$ cat config.mk
export PLATFORM = sky130hd
export DESIGN_NAME = vol_status_pio_flat
export DESIGN_NICKNAME = d
export VERILOG_FILES = /design/src/rtl/vol_status_pio_if.sv /design/src/rtl/vol_status_pio.sv /design/src/flat_wrapper.sv
export SDC_FILE = /design/constraint.sdc
export NUM_CORES = 1
export LEC_CHECK = 0
export ABC_AREA = 1
export CORE_ASPECT_RATIO = 1.4
export CORE_MARGIN = 2
export CORE_UTILIZATION = 25
export DETAILED_ROUTE_END_ITERATION = 8
export SLEW_MARGIN = 40
export SYNTH_ARGS = -nofsm -noshare
export SYNTH_HDL_FRONTEND = slang
export SYNTH_SLANG_ARGS = --single-unit
$ cat constraint.sdc
create_clock -name clk -period 1.4 [get_ports clk]
set_input_delay 0.28 -clock clk [delete_from_list [all_inputs] [get_ports clk]]
set_output_delay 0.28 -clock clk [all_outputs]
set_load 0.05 [all_outputs]
$ cat src/rtl/vol_status_pio_if.sv
// -----------------------------------------------------------------------------
// vol_status_pio_if
//
// Avalon-MM slave bus bundle for the volume-status PIO.
//
// Signals:
//   address    [1:0]  word address (register select)
//   chipselect        slave select
//   write_n           active-low write strobe
//   writedata  [31:0] write data
//   readdata   [31:0] registered read data (one cycle latency)
//   irq               interrupt request, active-high
//
// Modports:
//   master - system-bus side (drives address/strobes/data, receives readdata/irq)
//   slave  - PIO side
// -----------------------------------------------------------------------------
interface vol_status_pio_if;
    logic [1:0]  address;
    logic        chipselect;
    logic        write_n;
    logic [31:0] writedata;
    logic [31:0] readdata;
    logic        irq;

    modport master (
        output address,
        output chipselect,
        output write_n,
        output writedata,
        input  readdata,
        input  irq
    );

    modport slave (
        input  address,
        input  chipselect,
        input  write_n,
        input  writedata,
        output readdata,
        output irq
    );
endinterface : vol_status_pio_if

$ cat src/rtl/vol_status_pio.sv
// -----------------------------------------------------------------------------
// vol_status_pio
//
// WIDTH-bit status input port on an Avalon-MM slave. Each input bit is
// synchronised, delayed once more for edge detection, and detected edges are
// latched in EDGE_CAPTURE until firmware clears them (write-1-to-clear), so a
// short status pulse from the acquisition side is never missed.
//
// Register map (word addresses):
//   0 DATA          RO    synchronised input level
//   1 (reserved)    reads 0, writes ignored
//   2 IRQ_MASK      RW    interrupt mask (only with VOL_STATUS_PIO_IRQ_EN)
//   3 EDGE_CAPTURE  R/W1C latched edges
//   Unused upper readdata bits read 0.
//
// Parameters:
//   WIDTH       number of input bits (1..32)
//   SYNC_STAGES synchroniser depth per bit (>= 2)
//   EDGE_TYPE   0 rising, 1 falling, 2 any edge
//
// Ports:
//   clk      system clock
//   reset    asynchronous reset, active-high; clears every flop
//   in_port  asynchronous status inputs
//   bus      Avalon-MM slave (vol_status_pio_if.slave)
//
// Build option:
//   VOL_STATUS_PIO_IRQ_EN - when defined, the IRQ_MASK register exists and
//   irq = |(edge_capture & irq_mask). When undefined there are no mask flops,
//   address 2 reads 0 and ignores writes, and irq is tied to 0; edge capture
//   still works for polling.
// -----------------------------------------------------------------------------
module vol_status_pio #(
    parameter int WIDTH       = 8,
    parameter int SYNC_STAGES = 2,
    parameter int EDGE_TYPE   = 0
) (
    input  logic              clk,
    input  logic              reset,
    input  logic [WIDTH-1:0]  in_port,
    vol_status_pio_if.slave   bus
);

    // -------------------------------------------------------------------------
    // Bus decode
    // -------------------------------------------------------------------------
    logic             wr_en;
    logic             wr_edge;
    logic [WIDTH-1:0] clr_mask;

    assign wr_en    = bus.chipselect & ~bus.write_n;
    assign wr_edge  = wr_en & (bus.address == 2'd3);
    assign clr_mask = wr_edge ? bus.writedata[WIDTH-1:0] : '0;

    // Upper writedata bits beyond WIDTH carry no meaning for this block.
    logic unused_wdata;
    assign unused_wdata = ^bus.writedata;

    // -------------------------------------------------------------------------
    // Synchroniser chain plus one delay stage for edge detection
    // -------------------------------------------------------------------------
    logic [SYNC_STAGES-1:0][WIDTH-1:0] sync_chain_q, sync_chain_d;
    logic [WIDTH-1:0]                  sync_dly_q, sync_dly_d;
    logic [WIDTH-1:0]                  sync_lvl;

    assign sync_lvl = sync_chain_q[SYNC_STAGES-1];

    always_comb begin
        sync_chain_d = {sync_chain_q[SYNC_STAGES-2:0], in_port};
        sync_dly_d   = sync_lvl;
    end

    always_ff @(posedge clk or posedge reset) begin
        if (reset) begin
            sync_chain_q <= '0;
            sync_dly_q   <= '0;
        end else begin
            sync_chain_q <= sync_chain_d;
            sync_dly_q   <= sync_dly_d;
        end
    end

    // -------------------------------------------------------------------------
    // Edge detect and capture
    // -------------------------------------------------------------------------
    logic [WIDTH-1:0] edge_det;
    logic [WIDTH-1:0] edge_cap_q, edge_cap_d;

    always_comb begin
        edge_det = '0;
        case (EDGE_TYPE)
            1:       edge_det = ~sync_lvl & sync_dly_q;
            2:       edge_det =  sync_lvl ^ sync_dly_q;
            default: edge_det =  sync_lvl & ~sync_dly_q;
        endcase
    end

    // The clear is applied first and the new edge ORed in afterwards, so a
    // fresh edge arriving in the same cycle as its clear is not lost.
    always_comb begin
        edge_cap_d = (edge_cap_q & ~clr_mask) | edge_det;
    end

    always_ff @(posedge clk or posedge reset) begin
        if (reset) begin
            edge_cap_q <= '0;
        end else begin
            edge_cap_q <= edge_cap_d;
        end
    end

    // -------------------------------------------------------------------------
    // Interrupt mask and irq
    // -------------------------------------------------------------------------
    logic [WIDTH-1:0] mask_rd;

`ifdef VOL_STATUS_PIO_IRQ_EN
    logic [WIDTH-1:0] irq_mask_q, irq_mask_d;

    always_comb begin
        irq_mask_d = irq_mask_q;
        if (wr_en && (bus.address == 2'd2)) begin
            irq_mask_d = bus.writedata[WIDTH-1:0];
        end
    end

    always_ff @(posedge clk or posedge reset) begin
        if (reset) begin
            irq_mask_q <= '0;
        end else begin
            irq_mask_q <= irq_mask_d;
        end
    end

    assign mask_rd = irq_mask_q;
    // Combinational from registers: asserts in the same cycle the capture
    // bit sets, and the cycle after an already-captured bit is unmasked.
    assign bus.irq = |(edge_cap_q & irq_mask_q);
`else
    assign mask_rd = '0;
    assign bus.irq = 1'b0;
`endif

    // -------------------------------------------------------------------------
    // Read path: registered every clock regardless of chipselect, so the
    // value presented is the register contents before the current edge.
    // -------------------------------------------------------------------------
    logic [31:0] readdata_q, readdata_d;

    always_comb begin
        readdata_d = '0;
        case (bus.address)
            2'd0:    readdata_d[WIDTH-1:0] = sync_lvl;
            2'd2:    readdata_d[WIDTH-1:0] = mask_rd;
            2'd3:    readdata_d[WIDTH-1:0] = edge_cap_q;
            default: readdata_d = '0;
        endcase
    end

    always_ff @(posedge clk or posedge reset) begin
        if (reset) begin
            readdata_q <= '0;
        end else begin
            readdata_q <= readdata_d;
        end
    end

    assign bus.readdata = readdata_q;

endmodule : vol_status_pio

$ cat src/flat_wrapper.sv
// flat-port wrapper written by rule: the top's interface ports become plain ports
module vol_status_pio_flat 
#(
    parameter int WIDTH       = 8,
    parameter int SYNC_STAGES = 2,
    parameter int EDGE_TYPE   = 0
)
  (clk, reset, in_port, bus_address, bus_chipselect, bus_write_n, bus_writedata, bus_readdata, bus_irq);
  vol_status_pio_if bus_i ();
  input  logic clk;
  input  logic reset;
  input  logic [WIDTH-1:0] in_port;
  input wire logic [$bits(bus_i.address)-1:0] bus_address;
  input wire logic [$bits(bus_i.chipselect)-1:0] bus_chipselect;
  input wire logic [$bits(bus_i.write_n)-1:0] bus_write_n;
  input wire logic [$bits(bus_i.writedata)-1:0] bus_writedata;
  output wire logic [$bits(bus_i.readdata)-1:0] bus_readdata;
  output wire logic [$bits(bus_i.irq)-1:0] bus_irq;
  assign bus_i.address = bus_address;
  assign bus_i.chipselect = bus_chipselect;
  assign bus_i.write_n = bus_write_n;
  assign bus_i.writedata = bus_writedata;
  assign bus_readdata = bus_i.readdata;
  assign bus_irq = bus_i.irq;
  vol_status_pio #(.WIDTH(WIDTH), .SYNC_STAGES(SYNC_STAGES), .EDGE_TYPE(EDGE_TYPE)) u_core (.clk(clk), .reset(reset), .in_port(in_port), .bus(bus_i));
endmodule
Word level (Yosys, flattened, before mapping)
Cells that the tools add are included. Widths: inputs -> output; s select.

Register bits: 40. Output and inout port bits: 33. Input port bits: 46. Logic and storage cells: 17.

Multiplexer cells: 2. Eq/ne operators: 1. Reductions and logical operators: 1. Bitwise logic cells: 8.

Operators with widths (count): $and 8x8->8 (2); $not 8->8 (2); $pmux 8 s2 (1); $mux 8 (1); $or 8x8->8 (1); $and 1x1->1 (2); $eq 2x2->1 const B (1); $logic_not 2->1 (1); $not 1->1 (1).

Longest topological paths before layout
Gate-level depths: netlist (run 1).

Word-level depth: 7. Depth in mapped cells: 6. Gate-level depth less buffers: 4.

Least setup slack after synthesis (run 1)
Ideal clock, no wire load.

Kind: input -> register. Start: input port bus_address[0]. End: register u_core.readdata_q[0] (netlist: u_core.bus.readdata[0]). Path slack: 421 ps. Buffers on the path: 1. Arrival: 845 ps. Stages on the path: 4. Data required time: 1266 ps. Setup time: 134 ps. Cells stage by stage: inv_1 ha_1 buf_1 a21oi_1.

Longest elaborated chain between the ends: 2. Elaborated cells on any way between the ends: 3. Those cells by class: eq/ne: 1; mux: 1; reduce/logical: 1.

Ends and longest elaborated chain: from (decl) (RTL line flat_wrapper.sv:13) `input wire logic [$bits(bus_i.address)-1:0] bus_address;`; $eq 2x2->1 / $logic_not 2->1 (equally long branches) (RTL line vol_status_pio.sv:152) `case (bus.address)`; $pmux 8 s2 * (RTL line vol_status_pio.sv:152); via u_core.readdata_d[0] (RTL line vol_status_pio.sv:148) `logic [31:0] readdata_q, readdata_d;`; to (signal assigned) (RTL line vol_status_pio.sv:164) `readdata_q <= readdata_d;`; to (decl) (RTL line vol_status_pio.sv:148).

The timed path passes the listed nets; every way through them passes the cells marked *.

Worst setup path after layout (run 1)
Start: input port bus_address[0]. End: register u_core.readdata_q[2] (netlist: u_core.bus.readdata[2]).

The elaborated chain is that of the path after synthesis.

==> impl_results.md, run 1 <==
* Status: finished clean
* 1st-iter DRT viols at 85
* Setup TNS Final at 0 ns
* Max Slew Vio Count at 0
* Fmax at 845 MHz
* Fin cells at 244
* Worst R2R Setup Slack at 0.74 ns
* Vias/cell at 3.73
* Buf/Inv on CP at 2
* P per Cell Area at 1360 nW/µm²
* Ports at 79
* Routed len/inst at 9.51 µm
* Vias in the first global route at 922
* Clock Sinks at 40
* Post-synthesis cell area at 1550 µm²
* CP max-delay cell: clkdlybuf4s50_1
* Area growth, synth to finish at 31.3%
* DRT antenna net count at 0
* Crit path cell chain: clkdlybuf4s50_1 > inv_1 > ha_1 > a21oi_1
* CTS resizes at 0
* Max Cap Viol at 0
* Final worst setup slack at 0.216 ns
* Root Driver: clkbuf_8
* Ant diodes at 0
* Setup-failing EPs final at 0
* GP Congestion at 0.692
* DP Area at 1900 µm²
* Worst-case clock buffer depth at 2
* GRT overflow at 0
* Starting Density at 26.2%
* Period minus WS final at 1.18 ns
* Hold buffer count at CTS at 0
* CTS tree: done
* Fin crit share at 84.5%
* Tot GR Track Use at 7.51%
* Rows at 33
* Ys Warns at 0
* Die width at 70.5 µm
* Share of cells above drive strength 1 at 10.9%
* Clock Latency Late Sink at 0.28 ns
* Num CTS Buffers at 5
* Lkg Pwr at 0.975 nW
* FF-to-FF path depth at 2
* Hold WC Path Type: in -> async
* Cells after synthesis at 141
* Terminus of the critical flop-to-flop path: u_core.bus.readdata[2]$_DFF_PP0_
* Worst Path Required at 1.61 ns
* Reg clk slew, reported paths at 0.08 ns
* Critical path fanouts, max at 8
* Die ar. at 6840 µm²
* DRT Pass-1 Iters at 4
* Postcts setup bufs at 0
* Hpwl dp at 1.64 mm
* Hold slack at 0.346 ns
* Place WS at -0.104 ns
* Syn Area/Cell at 11.0 µm²
* Total Power Consumption at 2.77 mW
* Final-report hold violation count at 0
* Worst setup SP type: input pin
* H-tree Lvls at 2
* Initial antenna violation count at 0
* Total number of vias at 909
* VDD IR-drop max at 0.000410 V
* CP Capture Type: register
* Worst path arrival time at 1.39 ns
* Seq/Total Area, Yosys at 64.7%
* Routed WL at 2.32 mm
* First-pass GRT wire length at 3.98 mm
* Critical path's largest stage delay at 0.49 ns
* CP delay by family, top: buffers and inverters
* Pin count of the biggest net entering global routing at 41
* Clk_skew at 0.00874 ns
* Reg-to-Reg Start: u_core.sync_dly_d[2]$_DFF_PP0_
* Placed instance count at 237
* Core Footprint at 5900 µm²
* RSZ-0062 raised after global routing: no
* Setup CP Type: in -> reg
* Residual DRC count at 0
* Design area at 2030 µm²
* Final core occ at 34.4%
* Post-synthesis register bit count at 40
* Nets@finish at 222
* IO Port Bufs at 29
* Die H at 97.1 µm
* Post-synthesis cell type count at 14
[power breakdown]
part	total, mW	switching, mW	internal, mW
Clock	1.08	0.375	0.702
Combinational	0.441	0.291	0.150
Sequential	1.25	0.0335	1.22
[worst max path at each step]
stage                   startpoint                                to  slack, ns  cells past startpoint
floorplan                    reset  u_core.bus.readdata[0]$_DFF_PP0_       0.20                      1
global placement    bus_address[0]  u_core.bus.readdata[2]$_DFF_PP0_      -0.09                      4
detailed placement  bus_address[0]  u_core.bus.readdata[2]$_DFF_PP0_      -0.10                      4
CTS                 bus_address[0]  u_core.bus.readdata[2]$_DFF_PP0_       0.20                      4
global route        bus_address[0]    u_core.edge_cap_q[2]$_DFF_PP0_       0.14                      6
finish              bus_address[0]  u_core.bus.readdata[2]$_DFF_PP0_       0.22                      4
[worst min-delay path: cells and delay by family]
family | cells | cell delay (ns)
buffers and inverters | 3 | 0.72
[area by class of cell]
class | instances | area, µm²
fill | 603 | 3870
sequential | 40 | 1000
timing repair buffer | 32 | 405
multi-input combinational | 83 | 363
tap | 70 | 87.6
clock buffer | 5 | 68.8
clock inverter | 2 | 60.1
inverter | 12 | 45.0
[cells in the mapped netlist]
master	instances	area share (%)
inv_1	12	2.9
buf_6	1	0.73
nand4_1	8	3.2
a21oi_2	1	0.57
dfrtp_1	40	65
buf_4	25	12
buf_8	1	0.97
clkbuf_2	1	0.32
conb_1	1	0.24
nand2_1	40	9.7
a21oi_1	7	2.3
buf_1	1	0.24
buf_2	1	0.32
ha_1	2	1.6
[kinds of logic after synthesis]
kind of cell	count (synthesis)	share of synthesized area (%)
buf+inv	42	17.6
other cells	1	0.242
simple gates	48	12.9
flops	40	64.7
fa+ha+maj	2	1.62
compound gates	8	2.83
[sequential cells by signal, indices dropped and copies added (netlist names)]
| signal | cells |
|---|---|
| u_core.sync_dly_d | 8 |
| u_core.sync_dly_q | 8 |
| u_core.edge_cap_q | 8 |
| u_core.bus.readdata | 8 |
| u_core.sync_chain_d | 8 |
[metal layers]
layer	track usage, %	vias to the layer above	wire length (µm)
met4	3.99	0	27
met3	3.53	2	213
li1	-	446	-
met2	12.0	46	1100
met1	8.18	415	979
met5	0	-	0
[cell usage in the layout (no fill, tap or decap), drive strengths merged]
cell | synthesis | final
nand2 | 40 | 40
clkdlybuf4s50 | 0 | 21
clkbuf | 1 | 5
nand4 | 8 | 8
ha | 2 | 2
a21oi | 8 | 8
inv | 12 | 12
bufinv | 0 | 2
conb | 1 | 25
buf | 29 | 11
dfrtp | 40 | 40
No activity file was read; power rests on OpenSTA's default activity.
==> run 2, diff against run 1 <==
- clock period: 1.4 -> 1 ns (I/O delays scaled with it)
==> run 2 against run 1 <==
The run now ends with setup timing left. First-iteration DRC count fell by 26%. Cell count rose by 0.41%. Non-clock buffer count rose by 1. Wire length rose by 3.4%. Critical endpoint is now bus_readdata[3]. Cell area rose by 1.2%. Die area did not move. Worst setup slack got worse by 0.27 ns. Via count rose by 3.5%. Sequential power rose by 41%.
==> impl_results.md, run 2 (synthesis gave the netlist of run 1 again) <==
* Setup TNS Final at -0.327 ns (-0.327 ns)
* Design area at 2050 µm² (+1.2%)
* Share of cells above drive strength 1 at 13.1% (+2.2 points)
* Vias/cell at 3.84 (+3.1%)
* Rows at 33 (unchanged)
* Critical path fanouts, max at 1 (-7)
* First-pass GRT wire length at 4.09 mm (+2.8%)
* Setup CP Type: reg -> out
* Hold WC Path Type: in -> async
* Top Usage Layer GRT: met2
* Ant diodes at 0 (unchanged)
* Most frequent cells in the layout: nand2_1, dfrtp_1, conb_1
* Max Slew Vio Count at 0 (unchanged)
* Fmax at 946 MHz
* IO Port Bufs at 29 (unchanged)
* CP max-delay cell: dfrtp_1
* Residual DRC count at 0 (unchanged)
* Total number of vias at 941 (+3.5%)
* Worst Path Required at 0.80 ns (-0.81 ns)
* Hold buffer count at CTS at 0 (unchanged)
* Area growth, synth to finish at 32.8%
* Clk_skew at 0.00670 ns (-0.00204 ns)
* Routed len/inst at 9.80 µm (+3.0%)
* Initial antenna violation count at 0 (unchanged)
* Root Driver: clkbuf_8
* DRT antenna net count at 0 (unchanged)
* Nets@finish at 223 (+0.45%)
* RSZ-0062 raised after global routing: yes
* Final-report hold violation count at 0 (unchanged)
* Routed WL at 2.40 mm (+3.4%)
* VDD IR-drop max at 0.000663 V (+62%)
* Lkg Pwr at 0.986 nW (+1.1%)
* Clock Latency Late Sink at 0.28 ns (about the same)
* Setup-failing EPs final at 8 (+8)
* GP Congestion at 0.676 (-2.2%)
* Die width at 70.5 µm (unchanged)
* Violations in the final reports: setup timing
* DP Area at 1910 µm² (+0.20%)
* Worst Setup SP: u_core.bus.readdata[3]$_DFF_PP0_
* Met3 usage at 3.42% (-0.10 points)
* GRT overflow at 0 (unchanged)
* Status: complete, but fails checks
* Worst-case clock buffer depth at 2 (unchanged)
* Starting Density at 26.2% (unchanged)
* H-tree Lvls at 2 (unchanged)
* Ports at 79 (unchanged)
* Period minus WS final at 1.06 ns
* Worst R2R Setup Slack at 0.35 ns (-0.39 ns)
* Worst path arrival time at 0.86 ns (-0.53 ns)
* P per Cell Area at 1890 nW/µm² (+38%)
* Max Cap Viol at 0 (unchanged)
* Worst setup SP type: register
* CP Capture Type: output pin
* Buf/Inv on CP at 1 (-1)
* Core Footprint at 5900 µm² (unchanged)
* Vias in the first global route at 914 (-0.87%)
* Fillers at 600 (-0.50%)
* CTS tree: done
* Die H at 97.1 µm (unchanged)
* Pin count of the biggest net entering global routing at 41 (unchanged)
* CP delay by family, top: flip-flops
* Tot GR Track Use at 7.62% (+0.11 points)
* 1st-iter DRT viols at 63 (-26%)
* Num CTS Buffers at 5 (unchanged)
* Hpwl dp at 1.66 mm (+0.84%)
* Reg clk slew, reported paths at 0.07 ns (about the same)
* Die ar. at 6840 µm² (unchanged)
* Final worst setup slack at -0.0567 ns (-0.273 ns)
* Fin crit share at 106%
* Critical path depth at 1 (-3)
* Grt met1 use at 8.19% (+0.011 points)
* Crit path cell chain: buf_12
* Critical path's largest stage delay at 0.41 ns (-0.08 ns)
* DRT Pass-1 Iters at 5 (+1)
* Reg-to-Reg Start: u_core.sync_dly_d[3]$_DFF_PP0_
* FF-to-FF path depth at 2 (unchanged)
* Clock Sinks at 40 (unchanged)
* GRT met2 Usage at 12.4% (+0.44 points)
-- run 2: cell count changes in the layout (fill, tap and decap cells not counted) --
cell,delta
ha_1,-2
dlygate4sd2_1,+2
ha_2,+2
inv_1,-1
clkinvlp_4,+1
buf_6,+2
clkdlybuf4s50_1,-3
dlymetal6s2s_1,+1
buf_4,-1
-- run 2: stage by stage --
stage	total power [mW]	instances	util, %	worst slack [ns]	hold slack [ns]
global placement	2.41	237	32.3	-0.369	0.332
detailed placement	2.42	237	32.3	-0.397	0.336
floorplan	2.26	165	-	0.101	0.179
CTS	3.95	245	34.8	-0.0801	0.318
finish	3.88	245	34.8	-0.0567	0.307
global route	4.06	245	34.8	-0.103	0.311
-- run 2: final timing paths --
path | end
setup / recovery | bus_readdata[3]
hold / removal | u_core.sync_chain_d[8]$_DFF_PP0_
setup reg to reg | u_core.bus.readdata[3]$_DFF_PP0_
hold reg to reg | u_core.sync_dly_d[5]$_DFF_PP0_
max in group asynchronous | u_core.sync_chain_d[13]$_DFF_PP0_
min in group clk | u_core.sync_dly_d[5]$_DFF_PP0_
-- run 2: tightest hold or removal path: stages --
cell	delay, ns
clkdlybuf4s50_1	0.44
clkinvlp_4	0.10
buf_12	0.21
-- run 2: power by group --
group          leakage, nW  internal (mW)  switching, mW
combinational        0.462          0.215          0.413
sequential           0.460           1.71         0.0489
clock               0.0642          0.982          0.513
-- run 2: layout make-up --
cell class	count	area (µm²)	area share, %
clock buffer	5	68.8	3.35
clock inverter	2	60.1	2.92
inverter	12	48.8	2.38
multi-input combinational	83	368	17.9
sequential	40	1000	48.7
tap	70	87.6	4.26
timing repair buffer	33	420	20.5
-- run 2: what timing repair did --
action                                  4_1_cts  5_1_grt
endpoints found under the setup margin       24       12
setup buffers                                 1        0
resized for setup                             6        1
pin swaps                                     3        0
-- run 2: routing by layer --
layer	share of wire, %	up-vias
li1	-	449
met1	38	437
met2	49	48
met3	11	7
met4	1.9	0
met5	0	-
==> run 3, diff against run 2 <==
- CORE_UTILIZATION: 25 -> 35
- PLACE_DENSITY: default -> 0.75
==> run 3 against run 2 <==
Combinational power up 2%. Cell count down 3.3%. Cell area down 0.30%. First-iteration DRC count down 56%. Critical endpoint is now bus_readdata[2]. The flow still finishes with violations (setup timing).
==> impl_results.md, run 3 (synthesis gave the netlist of run 1 again) <==
* Crit path cell chain: buf_12
* GP Congestion at 0.867 (+28%)
* First-pass GRT wire length at 3.84 mm (-6.2%)
* H-tree Lvls at 2 (unchanged)
* Final-report hold violation count at 0 (unchanged)
* Switch Pwr at 1.03 mW (+5.6%)
* CP max-delay cell: dfrtp_1
* Place WS at -0.442 ns (-0.0456 ns)
* Comb power frac at 17.3% (+1.1 points)
* Total number of vias at 933 (-0.85%)
* Initial antenna violation count at 0 (unchanged)
* Most frequent cells in the layout: nand2_1, dfrtp_1, conb_1
* Postcts setup bufs at 0 (-1)
* Buf/Inv on CP at 1 (unchanged)
* Reg clk slew, reported paths at 0.08 ns (about the same)
* Worst-case clock buffer depth at 2 (unchanged)
* CTS tree: done
* Max Cap Viol at 0 (unchanged)
* Critical path's largest stage delay at 0.41 ns (about the same)
* Root Driver: clkbuf_8
* Area growth, synth to finish at 32.4%
* Clock Sinks at 40 (unchanged)
* Rows at 28 (-15%)
* Placed instance count at 229 (-3.4%)
* Hold WC Path Type: in -> async
* P per Cell Area at 1810 nW/µm² (-4.1%)
* 1st-iter DRT viols at 28 (-56%)
* Fin crit share at 105% (-0.42 points)
* Setup-failing EPs final at 8 (unchanged)
* IO Port Bufs at 29 (unchanged)
* CP Capture Type: output pin
* Worst path arrival time at 0.85 ns (about the same)
* Tot GR Track Use at 10.9% (+3.2 points)
* Int Pwr at 2.68 mW (-7.7%)
* VDD IR-drop max at 0.00125 V (+89%)
* Routed WL at 2.46 mm (+2.4%)
* Ant diodes at 0 (unchanged)
* Vias in the first global route at 865 (-5.4%)
* DRT Pass-1 Iters at 4 (-1)
* Setup CP Type: reg -> out
* RSZ-0062 raised after global routing: yes
* Worst setup SP type: register
* Switching share of power at 27.7% (+2.6 points)
* Final core occ at 48.3% (+14 points)
* Clk pwr share at 35.4% (-3.1 points)
* Status: complete, but fails checks
* Residual DRC count at 0 (unchanged)
* Part of the power in registers at 47.3% (+2.0 points)
* Core Footprint at 4240 µm² (-28%)
* Lkg Pwr at 0.986 nW (about the same)
* Routed len/inst at 10.4 µm (+5.8%)
* Area taken by multi-input logic gates at 368 µm² (unchanged)
* Die ar. at 4970 µm² (-27%)
* Die H at 82.7 µm (-15%)
* Ports at 79 (unchanged)
* Setup TNS Final at -0.347 ns (-0.0202 ns)
* Fin cells at 237 (-3.3%)
* Die width at 60.2 µm (-15%)
* Fmax at 950 MHz (+0.40%)
* Starting Density at 36.5% (+10 points)
* Clock Latency Late Sink at 0.28 ns (about the same)
* Worst Path Required at 0.80 ns (about the same)
* Nets@finish at 224 (+0.45%)
* Final worst setup slack at -0.0525 ns (+0.00420 ns)
* Share of cells above drive strength 1 at 14.1% (+0.98 points)
* Total Power Consumption at 3.71 mW (-4.3%)
* Register area at 1000 µm² (unchanged)
* Clk_skew at 0.00692 ns (+0.000216 ns)
* Vias/cell at 3.94 (+2.5%)
* Violations in the final reports: setup timing
* GRT overflow at 0 (unchanged)
* Fillers at 373 (-38%)
* Num CTS Buffers at 5 (unchanged)
* Pin count of the biggest net entering global routing at 16 (-61%)
* Period minus WS final at 1.05 ns (-0.00420 ns)
* Hpwl dp at 1.77 mm (+6.8%)
* DRT antenna net count at 0 (unchanged)
* Max Slew Vio Count at 0 (unchanged)
* CP delay by family, top: flip-flops
* Critical path fanouts, max at 1 (unchanged)
run 3: cell type report:
type / count / share of cell area [%]
clock buffer: 5 / 3.36
clock inverter: 3 / 2.26
inverter: 12 / 2.38
multi-input combinational: 83 / 18.0
sequential: 40 / 48.9
tap: 60 / 3.67
timing repair buffer: 34 / 21.5
run 3: power groups by stage:
stage	sequential (mW)	clock (mW)	combinational, mW
after floorplan	1.85	0	0.403
after global placement	1.79	0	0.635
after detailed placement	1.79	0	0.642
after CTS	1.76	1.35	0.648
after global routing	1.77	1.42	0.682
final	1.76	1.31	0.643
run 3: routing by layer:
layer / part of all wire, % / global-route usage [%]
met3: 8.5 / 4.21
met1: 42 / 12.6
met4: 2.6 / 7.56
met5: 0 / 0
met2: 47 / 16.2
run 3: final timing paths:
path	from	end	slack, ns	depth (start not counted)
hold reg to reg	u_core.sync_chain_d[8]$_DFF_PP0_	u_core.sync_dly_d[0]$_DFF_PP0_	0.35	0
setup reg to reg	u_core.sync_dly_d[5]$_DFF_PP0_	u_core.bus.readdata[5]$_DFF_PP0_	0.31	2
setup / recovery	u_core.bus.readdata[2]$_DFF_PP0_	bus_readdata[2]	-0.05	1
hold / removal	reset	u_core.sync_chain_d[11]$_DFF_PP0_	0.18	2
max in group asynchronous	reset	u_core.sync_chain_d[14]$_DFF_PP0_	0.47	3
min in group clk	in_port[5]	u_core.sync_chain_d[13]$_DFF_PP0_	0.34	1
run 3: repair_timing:
action,4_1_cts,5_1_grt
endpoints found under the hold margin,0,0
setup endpoints to repair,24,9
resized for setup,6,1
cloned,0,0
hold buffers,0,0
pin swaps,2,0
run 3: metrics by stage:
step	area [µm²]	hold WS (ns)
after global placement	1920	0.332
final	2050	0.184
after detailed placement	1920	0.335
after floorplan	1640	0.179
after global routing	2050	0.185
after CTS	2050	0.187
